## src/rtl/cmos_8_16bit.sv

```systemverilog
// DVP capture front-end: packs the 8-bit sensor byte stream into 16-bit
// RGB565 pixels, suppresses the first frames after reset and reports
// per-line/per-frame geometry plus unpaired-byte errors.
module cmos_8_16bit #(
   parameter int unsigned FRAME_SKIP = 10,
   parameter bit          MSB_FIRST  = 1'b1,
   parameter int unsigned CNT_W      = 12
) (
   input  logic             cmos_pclk,
   input  logic             rst_i,
   input  logic             cmos_vsync,
   input  logic             cmos_href,
   input  logic [7:0]       cmos_d,
   output logic             cmos_vsync_16bit,
   output logic             cmos_href_16bit,
   output logic             cmos_de_16bit,
   output logic [15:0]      cmos_d_16bit,
   output logic             frame_en,
   output logic [CNT_W-1:0] line_pixels,
   output logic [CNT_W-1:0] frame_lines,
   output logic             odd_byte_err
);

   localparam int unsigned SKIP_W = (FRAME_SKIP < 2) ? 1 : $clog2(FRAME_SKIP + 1);
   localparam logic [CNT_W-1:0]  CNT_MAX   = '1;
   localparam logic [SKIP_W-1:0] SKIP_LAST = SKIP_W'(FRAME_SKIP - 1);
   localparam logic [SKIP_W-1:0] SKIP_END  = SKIP_W'(FRAME_SKIP);

   // input stage (S1) and previous-cycle copies for edge detection
   logic             s1_vsync_q, s1_href_q;
   logic [7:0]       s1_d_q;
   logic             s2_vsync_q, s2_href_q;

   logic             phase_q,       phase_d;
   logic [7:0]       hold_q,        hold_d;
   logic [15:0]      d16_q,         d16_d;
   logic             de_q,          de_d;
   logic             href16_q,      href16_d;
   logic             vsync16_q,     vsync16_d;
   logic [SKIP_W-1:0] skip_q,       skip_d;
   logic             frame_en_q,    frame_en_d;
   logic [CNT_W-1:0] pix_cnt_q,     pix_cnt_d;
   logic [CNT_W-1:0] line_cnt_q,    line_cnt_d;
   logic [CNT_W-1:0] line_pix_q,    line_pix_d;
   logic [CNT_W-1:0] frame_lines_q, frame_lines_d;
   logic             odd_err_q,     odd_err_d;

   logic             vs_rise_c, href_fall_c, pair_c;
   logic [CNT_W-1:0] line_cnt_inc_c;

   // state registers
   always_ff @(posedge cmos_pclk or posedge rst_i) begin
      if (rst_i) begin
         s1_vsync_q    <= 1'b0;
         s1_href_q     <= 1'b0;
         s1_d_q        <= '0;
         s2_vsync_q    <= 1'b0;
         s2_href_q     <= 1'b0;
         phase_q       <= 1'b0;
         hold_q        <= '0;
         d16_q         <= '0;
         de_q          <= 1'b0;
         href16_q      <= 1'b0;
         vsync16_q     <= 1'b0;
         skip_q        <= '0;
         frame_en_q    <= 1'b0;
         pix_cnt_q     <= '0;
         line_cnt_q    <= '0;
         line_pix_q    <= '0;
         frame_lines_q <= '0;
         odd_err_q     <= 1'b0;
      end else begin
         s1_vsync_q    <= cmos_vsync;
         s1_href_q     <= cmos_href;
         s1_d_q        <= cmos_d;
         s2_vsync_q    <= s1_vsync_q;
         s2_href_q     <= s1_href_q;
         phase_q       <= phase_d;
         hold_q        <= hold_d;
         d16_q         <= d16_d;
         de_q          <= de_d;
         href16_q      <= href16_d;
         vsync16_q     <= vsync16_d;
         skip_q        <= skip_d;
         frame_en_q    <= frame_en_d;
         pix_cnt_q     <= pix_cnt_d;
         line_cnt_q    <= line_cnt_d;
         line_pix_q    <= line_pix_d;
         frame_lines_q <= frame_lines_d;
         odd_err_q     <= odd_err_d;
      end
   end

   // next-state logic: packing, masking, counters and error tracking
   always_comb begin
      phase_d        = 1'b0;
      hold_d         = hold_q;
      d16_d          = d16_q;
      de_d           = 1'b0;
      href16_d       = s1_href_q & frame_en_q;
      vsync16_d      = s1_vsync_q & frame_en_q;
      skip_d         = skip_q;
      frame_en_d     = frame_en_q;
      pix_cnt_d      = pix_cnt_q;
      line_cnt_d     = line_cnt_q;
      line_pix_d     = line_pix_q;
      frame_lines_d  = frame_lines_q;
      odd_err_d      = odd_err_q;

      vs_rise_c      = s1_vsync_q & ~s2_vsync_q;
      href_fall_c    = ~s1_href_q & s2_href_q;
      pair_c         = s1_href_q & phase_q;
      line_cnt_inc_c = line_cnt_q;

      if (s1_href_q) begin
         phase_d = ~phase_q;
      end

      if (s1_href_q && !phase_q) begin
         hold_d = s1_d_q;
      end

      if (pair_c) begin
         d16_d = MSB_FIRST ? {hold_q, s1_d_q} : {s1_d_q, hold_q};
         de_d  = frame_en_q;
         if (pix_cnt_q != CNT_MAX) begin
            pix_cnt_d = pix_cnt_q + CNT_W'(1);
         end
      end

      // line end: latch pixel count, count the line, flag an unpaired byte
      if (href_fall_c) begin
         line_pix_d = pix_cnt_q;
         pix_cnt_d  = '0;
         if (phase_q) begin
            odd_err_d = 1'b1;
         end
         if (line_cnt_q != CNT_MAX) begin
            line_cnt_inc_c = line_cnt_q + CNT_W'(1);
         end
      end
      line_cnt_d = line_cnt_inc_c;

      // frame start: latch line count (including a line ending this cycle)
      if (vs_rise_c) begin
         frame_lines_d = line_cnt_inc_c;
         line_cnt_d    = '0;
         if (skip_q < SKIP_END) begin
            skip_d = skip_q + SKIP_W'(1);
         end
         if ((FRAME_SKIP == 0) || (skip_q == SKIP_LAST)) begin
            frame_en_d = 1'b1;
         end
      end
   end

   assign cmos_vsync_16bit = vsync16_q;
   assign cmos_href_16bit  = href16_q;
   assign cmos_de_16bit    = de_q;
   assign cmos_d_16bit     = d16_q;
   assign frame_en         = frame_en_q;
   assign line_pixels      = line_pix_q;
   assign frame_lines      = frame_lines_q;
   assign odd_byte_err     = odd_err_q;

endmodule

```

## config.mk

```make
export PLATFORM = sky130hd
export DESIGN_NAME = cmos_8_16bit
export DESIGN_NICKNAME = d
export VERILOG_FILES = /design/src/rtl/cmos_8_16bit.sv
export SDC_FILE = /design/constraint.sdc
export NUM_CORES = 1
export LEC_CHECK = 0
export CAP_MARGIN = 30
export CORE_MARGIN = 5
export CORE_UTILIZATION = 29
export CTS_CLUSTER_SIZE = 30
export DETAILED_ROUTE_END_ITERATION = 7
export PLACE_DENSITY_LB_ADDON = 0.15
export SLEW_MARGIN = 30
export SYNTH_ARGS = -nofsm -noshare
export SYNTH_HDL_FRONTEND = slang
export SYNTH_SLANG_ARGS = --single-unit
```

## constraint.sdc

```tcl
create_clock -name cmos_pclk -period 2.7 [get_ports cmos_pclk]
set_input_delay 0.27 -clock cmos_pclk [delete_from_list [all_inputs] [get_ports cmos_pclk]]
set_output_delay 0.27 -clock cmos_pclk [all_outputs]
set_load 0.005 [all_outputs]
```

==> results of run 1 <==
==> cell families (layout without fill, tap and decap cells) <==
logic type / Yosys count / count (layout) / synth area share [%]
AOI/OAI and AO/OA: 56 / 56 / 9.34
xor gates and xnor gates: 2 / 2 / 0.451
adders and majority gates: 4 / 4 / 1.29
buffers and inverters: 22 / 88 / 2.54
DFF: 94 / 94 / 60.5
muxes: 29 / 29 / 8.28
and+or+nand+nor: 134 / 134 / 17.6
==> worst max-delay path, stage by stage, from the launching register on <==
cell      delay (ns)
dfrtp_1         0.48
nand3b_1        0.36
or4_1           0.56
o31ai_2         0.24
o21ai_1         0.08
==> power groups by stage <==
stage / clock [mW] / combinational, mW / sequential (mW)
finish: 1.24 / 0.495 / 1.70
global route: 1.34 / 0.565 / 1.73
CTS: 1.28 / 0.510 / 1.71
detailed placement: 0 / 0.505 / 1.73
global placement: 0 / 0.499 / 1.73
floorplan: 0 / 0.236 / 1.70
==> registers in the layout, summed over array words and instances (netlist names) <==
name	flops
cmos_vsync_16bit	1
s2_vsync_q	1
cmos_href_16bit	1
frame_lines	12
line_pixels	12
s1_vsync_q	1
skip_q	4
cmos_de_16bit	1
s2_href_q	1
frame_en	1
hold_q	8
phase_q	1
s1_href_q	1
pix_cnt_q	12
s1_d_q	8
odd_byte_err	1
cmos_d_16bit	16
line_cnt_q	12
==> cells in the final DEF (no fill, tap or decap), types with 5 or more instances in the layout <==
cell and n:
dfrtp_1 94, nand2_1 57, clkdlybuf4s50_1 56, mux2_2 25, o21ai_0 18, nor2_1 15, a21oi_1 13, nor3_1 12
nand3_1 10, clkbuf_16 9, inv_1 8, and3_1 6, nand4_1 5, o31ai_1 5, and2_1 5, o41ai_1 5
buf_4 5
==> routing by layer <==
metal,global-route usage [%],vias up,share of wire (%)
li1,-,1337,-
met1,14.7,1336,48
met2,17.2,45,46
met3,3.47,12,4.8
met4,4.54,0,2.0
met5,0,-,0
==> layout make-up <==
type / count / share of cell area [%]
clock buffer: 10 / 4.81
clock inverter: 6 / 1.06
inverter: 9 / 0.755
multi-input combinational: 225 / 28.8
sequential: 94 / 47.3
tap: 176 / 4.43
timing repair buffer: 63 / 12.8
==> worst paths after layout <==
kind                            start               to  slack, ns  cells after the start
setup / recovery            s1_href_q  frame_lines[11]       0.85                      4
hold / removal                  rst_i       s1_vsync_q       0.34                      2
setup reg to reg            s1_href_q  frame_lines[11]       0.85                      4
hold reg to reg            s1_vsync_q       s2_vsync_q       0.43                      0
max in group asynchronous       rst_i  cmos_d_16bit[5]       1.78                      3
min in group cmos_pclk      cmos_d[2]        s1_d_q[2]       0.36                      1
==> run metrics, run 1 <==
peak supply drop=0.304 mV; Synth Flop Type=dfrtp_1; fillcell total=1269; final setup margin=0.855 ns; setup bufs post-CTS=0; Final Max Slew Viols=0; Synth area leader=dfrtp_1; Root Driver=clkbuf_16; Comb power frac=14.4%; critical path class=register to register; clk_skew=0.00713 ns; synthesized area=0.00388 mm²; FF+latch count, synth=94; crit-path max FO=12; pin count of the biggest net entering global routing=42; layout cells sized above 1=13.0%; ys async rst share=100%; overall power=3.43 mW; I/O pin cnt=57; WP data required=2.91 ns; clk buf depth=2; core area=0.0132 mm²; P per Cell Area=691 mW/mm²; Setup TNS=0 ns; clk slew on worst S/H paths=0.07 ns; Yosys top cell area share=60.5%; actual slew at the worst max-slew pin=0.750 ns; vias per std cell=4.68; Slew HR=50.0%; Final #Nets=418; Max Cap Viol=0; most frequent cell after synthesis=dfrtp_1; initial DRC count=148; DR pass1 iterations=4; Psw=897 µW; status=completed; clock share of power=36.0%; Seq. cell area=0.00235 mm²; final core utilization=37.7%; Finished Cell Area=0.00497 mm²; sequential-to-total area share from yosys stat=60.5%; Die X=126 µm; DRC=0; insertion delay to the later sink of the worst-skew pair=0.35 ns; endpoints failing setup=0; synth unique cells=41; Routed WL=8390 µm; Crit. End Element=register; FMAX=542 MHz; Period Utilization, post-route=68.3%; antenna-violating nets left=0; # diodes=0; first-pass GRT wire length=14200 µm; multi-input logic area=0.00143 mm²; placed instance area=0.00468 mm²; Pint=2.54 mW; Clock Sinks=94; main area contributors after synthesis=dfrtp_1 (61%), mux2_2 (7.2%), nand2_1 (5.5%); unrepaired setup endpoints after global routing=no; antenna violations before repair=0; total global routing track utilization=11.2%; syn nets=357; PortBufs=56; min cycle time layout=1.85 ns; sequential share of power=49.6%; Area growth syn-to-layout=28.0%; yosys warns=0; TritonCTS clock tree=built; Cell Count, Final, Fillers Out=583; cts repair resizes=0; grt total ovfl=0; post-synthesis cell count=341; Final HPWL DP=5780 µm; number of global-route vias before repair=2781; syn avg cell area=11.4 µm²; number of hold buffers added after cts=0; dpl ws=0.847 ns; Die ar.=0.0158 mm²; Routed WL per cell=14.4 µm; Data arrival, critical path=2.05 ns; # rows=42; Post-synth EDFFs=0; placed cell count=567; worst hold slack=0.342 ns; total number of vias=2730; CTS HTree Levels=3; Hold Violations, Final=0; Initial Util=29.5%; CTS buffer count=9; GP Congestion=0.793; synth cell count leaders=dfrtp_1 (94), nand2_1 (57), mux2_2 (25), o21ai_0 (18), nor2_1 (15); Die H=126 µm; Hold Crit Class=input port to asynchronous set/reset pin; switch share=26.1%; crit start category=register; Leakage=2.11 nW
(Power assumes the default switching activity.)
==> run 2, diff against run 1 <==
clock period = 1.8 ns   (was 2.7 ns; I/O delays follow)
==> run metrics, run 2 (same netlist as run 1, synthesis figures left out) <==
vias per std cell=4.68; # rows=42; DRC=0; insertion delay to the later sink of the worst-skew pair=0.35 ns; # diodes=0; Initial Util=29.5%; Data arrival, critical path=1.97 ns; Crit-path slowest cell=or4_1; CTS buffer count=9; DR pass1 iterations=4; crit start category=register; FMAX=590 MHz; CP Depth=5; Metal-1 WL=3990 µm; GP Congestion=0.784; Top Layer Used=met4; min cycle time layout=1.70 ns; Worst Setup EP=pix_cnt_q[8]; P per Cell Area=1020 mW/mm²; Hold Violations, Final=0; setup bufs post-CTS=0; total global routing track utilization=11.2%; Final Max Slew Viols=0; Final #Nets=422; critical path startpoint=pix_cnt_q[0]; number of global-route vias before repair=2805; met2 wire length=3890 µm; antenna violations before repair=0; Setup TNS=0 ns; multi-input logic area=0.00145 mm²; Seq. cell area=0.00235 mm²; WP data required=2.08 ns; Die X=126 µm; status=completed; unrepaired setup endpoints after global routing=no; number of hold buffers added after cts=0; clk buf depth=2; r2r startpoint=pix_cnt_q[0]; I/O pin cnt=57; pin count of the biggest net entering global routing=95; reg-to-reg endpoint=pix_cnt_q[8]; Leakage=2.11 nW; Die H=126 µm; first-pass GRT wire length=14400 µm; PortBufs=56; actual slew at the worst max-slew pin=0.533 ns; Max Cap Viol=0; Crit. End Element=register; worst-path cell chain=ha_1 -> and3_1 -> nand3_1 -> or4_1 -> a21oi_1; initial DRC count=156; critical path class=register to register; Hold Crit Class=input port to register; Crit path max-delay family=simple AND/OR/NAND/NOR gates; endpoints failing setup=0; worst reg2reg path depth=5; antenna-violating nets left=0; Period Utilization, post-route=94.2%; layout cells sized above 1=14.6%; Area growth syn-to-layout=28.7%; Final HPWL DP=5700 µm; overall power=5.11 mW; TritonCTS clock tree=built; Root Driver=clkbuf_16; Die ar.=0.0158 mm²; Clock Sinks=94; met3 WL=376 µm; CP Buf/Inv Count=0; CP peak stage delay=0.45 ns; CTS HTree Levels=3; crit-path max FO=6; most frequent cells in the layout=dfrtp_1 (94), nand2_1 (57), clkdlybuf4s50_1 (56); Routed WL=8430 µm; core area=0.0132 mm²; clk slew on worst S/H paths=0.07 ns; Slew HR=64.1%; total number of vias=2745; fillcell total=1305; internal reg-to-reg setup slack=0.10 ns; cts repair resizes=0; max FFs per register=16; clk_skew=0.00427 ns; Routed WL per cell=14.4 µm; grt total ovfl=0; commonest non-fill, non-tap cell in the layout=dfrtp_1; peak supply drop=0.522 mV
run 2: cell types whose count changed in the layout (fill, tap and decap cells not counted), sizes merged:
| cell | previous run | this run |
|---|---|---|
| buf | 7 | 11 |
| inv | 11 | 10 |
| clkinvlp | 3 | 4 |
run 2: report_power, final:
part	total [mW]	switching (mW)	internal, mW
Combinational	0.738	0.282	0.456
Sequential	2.56	0.203	2.35
Clock	1.81	0.832	0.981
Total	5.11	1.32	3.79
run 2: how the worst min path moves through the flow:
stage / start / endpoint / slack [ns] / depth (start not counted)
global route: cmos_d[2] / s1_d_q[2] / 0.25 / 1
finish: cmos_d[2] / s1_d_q[2] / 0.26 / 1
global placement: s1_vsync_q / s2_vsync_q / 0.40 / 0
detailed placement: s1_vsync_q / s2_vsync_q / 0.42 / 0
floorplan: cmos_d[0] / s1_d_q[0] / 0.21 / 0
CTS: cmos_d[2] / s1_d_q[2] / 0.25 / 1
run 2: metrics by stage:
stage	utilization [%]	cells	area [µm²]	setup WS, ns	hold WS [ns]
floorplan	-	341	3890	0.267	0.211
global placement	35.6	571	4700	0.133	0.403
detailed placement	35.6	571	4700	0.109	0.416
CTS	37.8	587	4980	0.0917	0.250
global route	37.9	587	5000	0.0197	0.251
finish	37.9	587	5000	0.104	0.264
run 2: layer usage:
metal / vias up / track usage [%]
li1: 1355 / -
met3: 12 / 3.05
met1: 1332 / 15.0
met4: 0 / 6.06
met5: - / 0
met2: 46 / 16.6
run 2: layout make-up:
cell class / count / area share [%]
clock buffers: 10 / 4.78
clock inverters: 6 / 0.901
inverters: 9 / 0.751
multi-input cells: 225 / 29.0
flip-flops and latches: 94 / 47.1
well taps: 176 / 4.41
repair buffers: 67 / 13.1
==> run 3, diff against run 2 <==
CORE_UTILIZATION = 54   (was 29)
==> run metrics, run 3 (same netlist as run 1, synthesis figures left out) <==
vias per std cell=5.55; Initial Util=54.4%; max FFs per register=16; WP data required=2.02 ns; crit start category=register; CTS HTree Levels=3; Period Utilization, post-route=95.0%; Finished Cell Area=0.00483 mm²; total global routing track utilization=18.6%; initial DRC count=164; internal reg-to-reg setup slack=0.09 ns; P per Cell Area=999 mW/mm²; insertion delay to the later sink of the worst-skew pair=0.35 ns; Crit-path slowest cell=or4_1; grt total ovfl=0; Final Max Slew Viols=0; CP Buf/Inv Count=0; Leakage=2.07 nW; commonest non-fill, non-tap cell in the layout=dfrtp_1; # rows=31; status=completed; I/O pin cnt=57; unrepaired setup endpoints after global routing=no; Clock Sinks=94; DR pass1 iterations=4; PortBufs=56; CP peak stage delay=0.51 ns; Routed WL per cell=14.9 µm; min cycle time layout=1.71 ns; pin count of the biggest net entering global routing=95; endpoints failing setup=0; worst hold slack=0.253 ns; Die H=94.8 µm; met3 WL=360 µm; Setup TNS=0 ns; Die X=94.8 µm; DRC=0; number of hold buffers added after cts=0; Crit. End Element=register; GP Congestion=0.787; core area=0.00714 mm²; total number of vias=2812; Slew HR=51.3%; Final HPWL DP=5070 µm; Metal-1 WL=3360 µm; Data arrival, critical path=1.93 ns; layout cells sized above 1=15.4%; Hold Crit Class=input port to register; Routed WL=7550 µm; Crit path max-delay family=simple AND/OR/NAND/NOR gates; peak supply drop=0.602 mV; Hold Violations, Final=0; Max Cap Viol=0; CTS buffer count=9; met2 wire length=3680 µm; fillcell total=567; multi-input logic area=0.00146 mm²; Final #Nets=419; actual slew at the worst max-slew pin=0.730 ns; first-pass GRT wire length=13000 µm; clk slew on worst S/H paths=0.09 ns; setup bufs post-CTS=0; Root Driver=clkbuf_8; cts repair resizes=0; critical path class=register to register; clk buf depth=2; Area growth syn-to-layout=24.4%; clk_skew=0.00812 ns; antenna violations before repair=0; placed instance area=0.00458 mm²; # diodes=0; worst-path cell chain=nand3b_1 -> or4_1 -> o31ai_2 -> o21ai_1; FMAX=585 MHz; Seq. cell area=0.00236 mm²; TritonCTS clock tree=built; Die ar.=0.00899 mm²; crit-path max FO=12; most frequent cells in the layout=dfrtp_1 (91), nand2_1 (57), clkdlybuf4s50_1 (56); number of global-route vias before repair=2781; final core utilization=67.7%; Top Layer Used=met4; antenna-violating nets left=0
## run 3: cell count changes in the layout (fill, tap and decap cells not counted), moves of 2 or more
cell	before	now
buf_4	10	7
bufinv_16	0	2
clkbuf_16	9	0
clkbuf_8	1	9
clkinv_4	0	2
clkinvlp_4	4	1
dfrtp_1	94	91
dfrtp_2	0	3
nor4_1	4	2
nor4_2	0	2
## run 3: final timing paths
path	from	endpoint	cells after the start
setup / recovery	s1_href_q	frame_lines[11]	4
hold reg to reg	s1_vsync_q	s2_vsync_q	0
max in group asynchronous	rst_i	s2_href_q	3
hold / removal	cmos_d[4]	s1_d_q[4]	1
min in group asynchronous	rst_i	s1_vsync_q	3
setup reg to reg	s1_href_q	frame_lines[11]	4
## run 3: per-stage QoR
step	cells	worst slack, ns	power (mW)
floorplan	341	0.267	2.91
global placement	491	0.153	3.30
detailed placement	491	0.0517	3.34
CTS	507	0.0105	4.88
global route	507	0.00364	5.09
finish	507	0.0900	4.83
## run 3: power by group
group          leakage [nW]  total, mW  switching (mW)  internal [mW]
clock                 0.114       1.53           0.741          0.787
sequential             1.20       2.56           0.209           2.35
combinational         0.760      0.744           0.289          0.456
total                  2.07       4.83            1.24           3.59
## run 3: layout make-up
cell class / instances / share of cell area (%)
sequential: 94 / 48.7
multi-input combinational: 225 / 30.3
timing repair buffer: 64 / 13.1
clock buffer: 9 / 2.56
tap: 99 / 2.56
clock inverter: 7 / 1.99
inverter: 9 / 0.776
## run 3: per-layer routing
layer | GRT usage, % | up-vias
li1 | - | 1337
met1 | 24.6 | 1409
met2 | 29.3 | 55
met3 | 4.62 | 11
met4 | 7.81 | 0
met5 | 0 | -
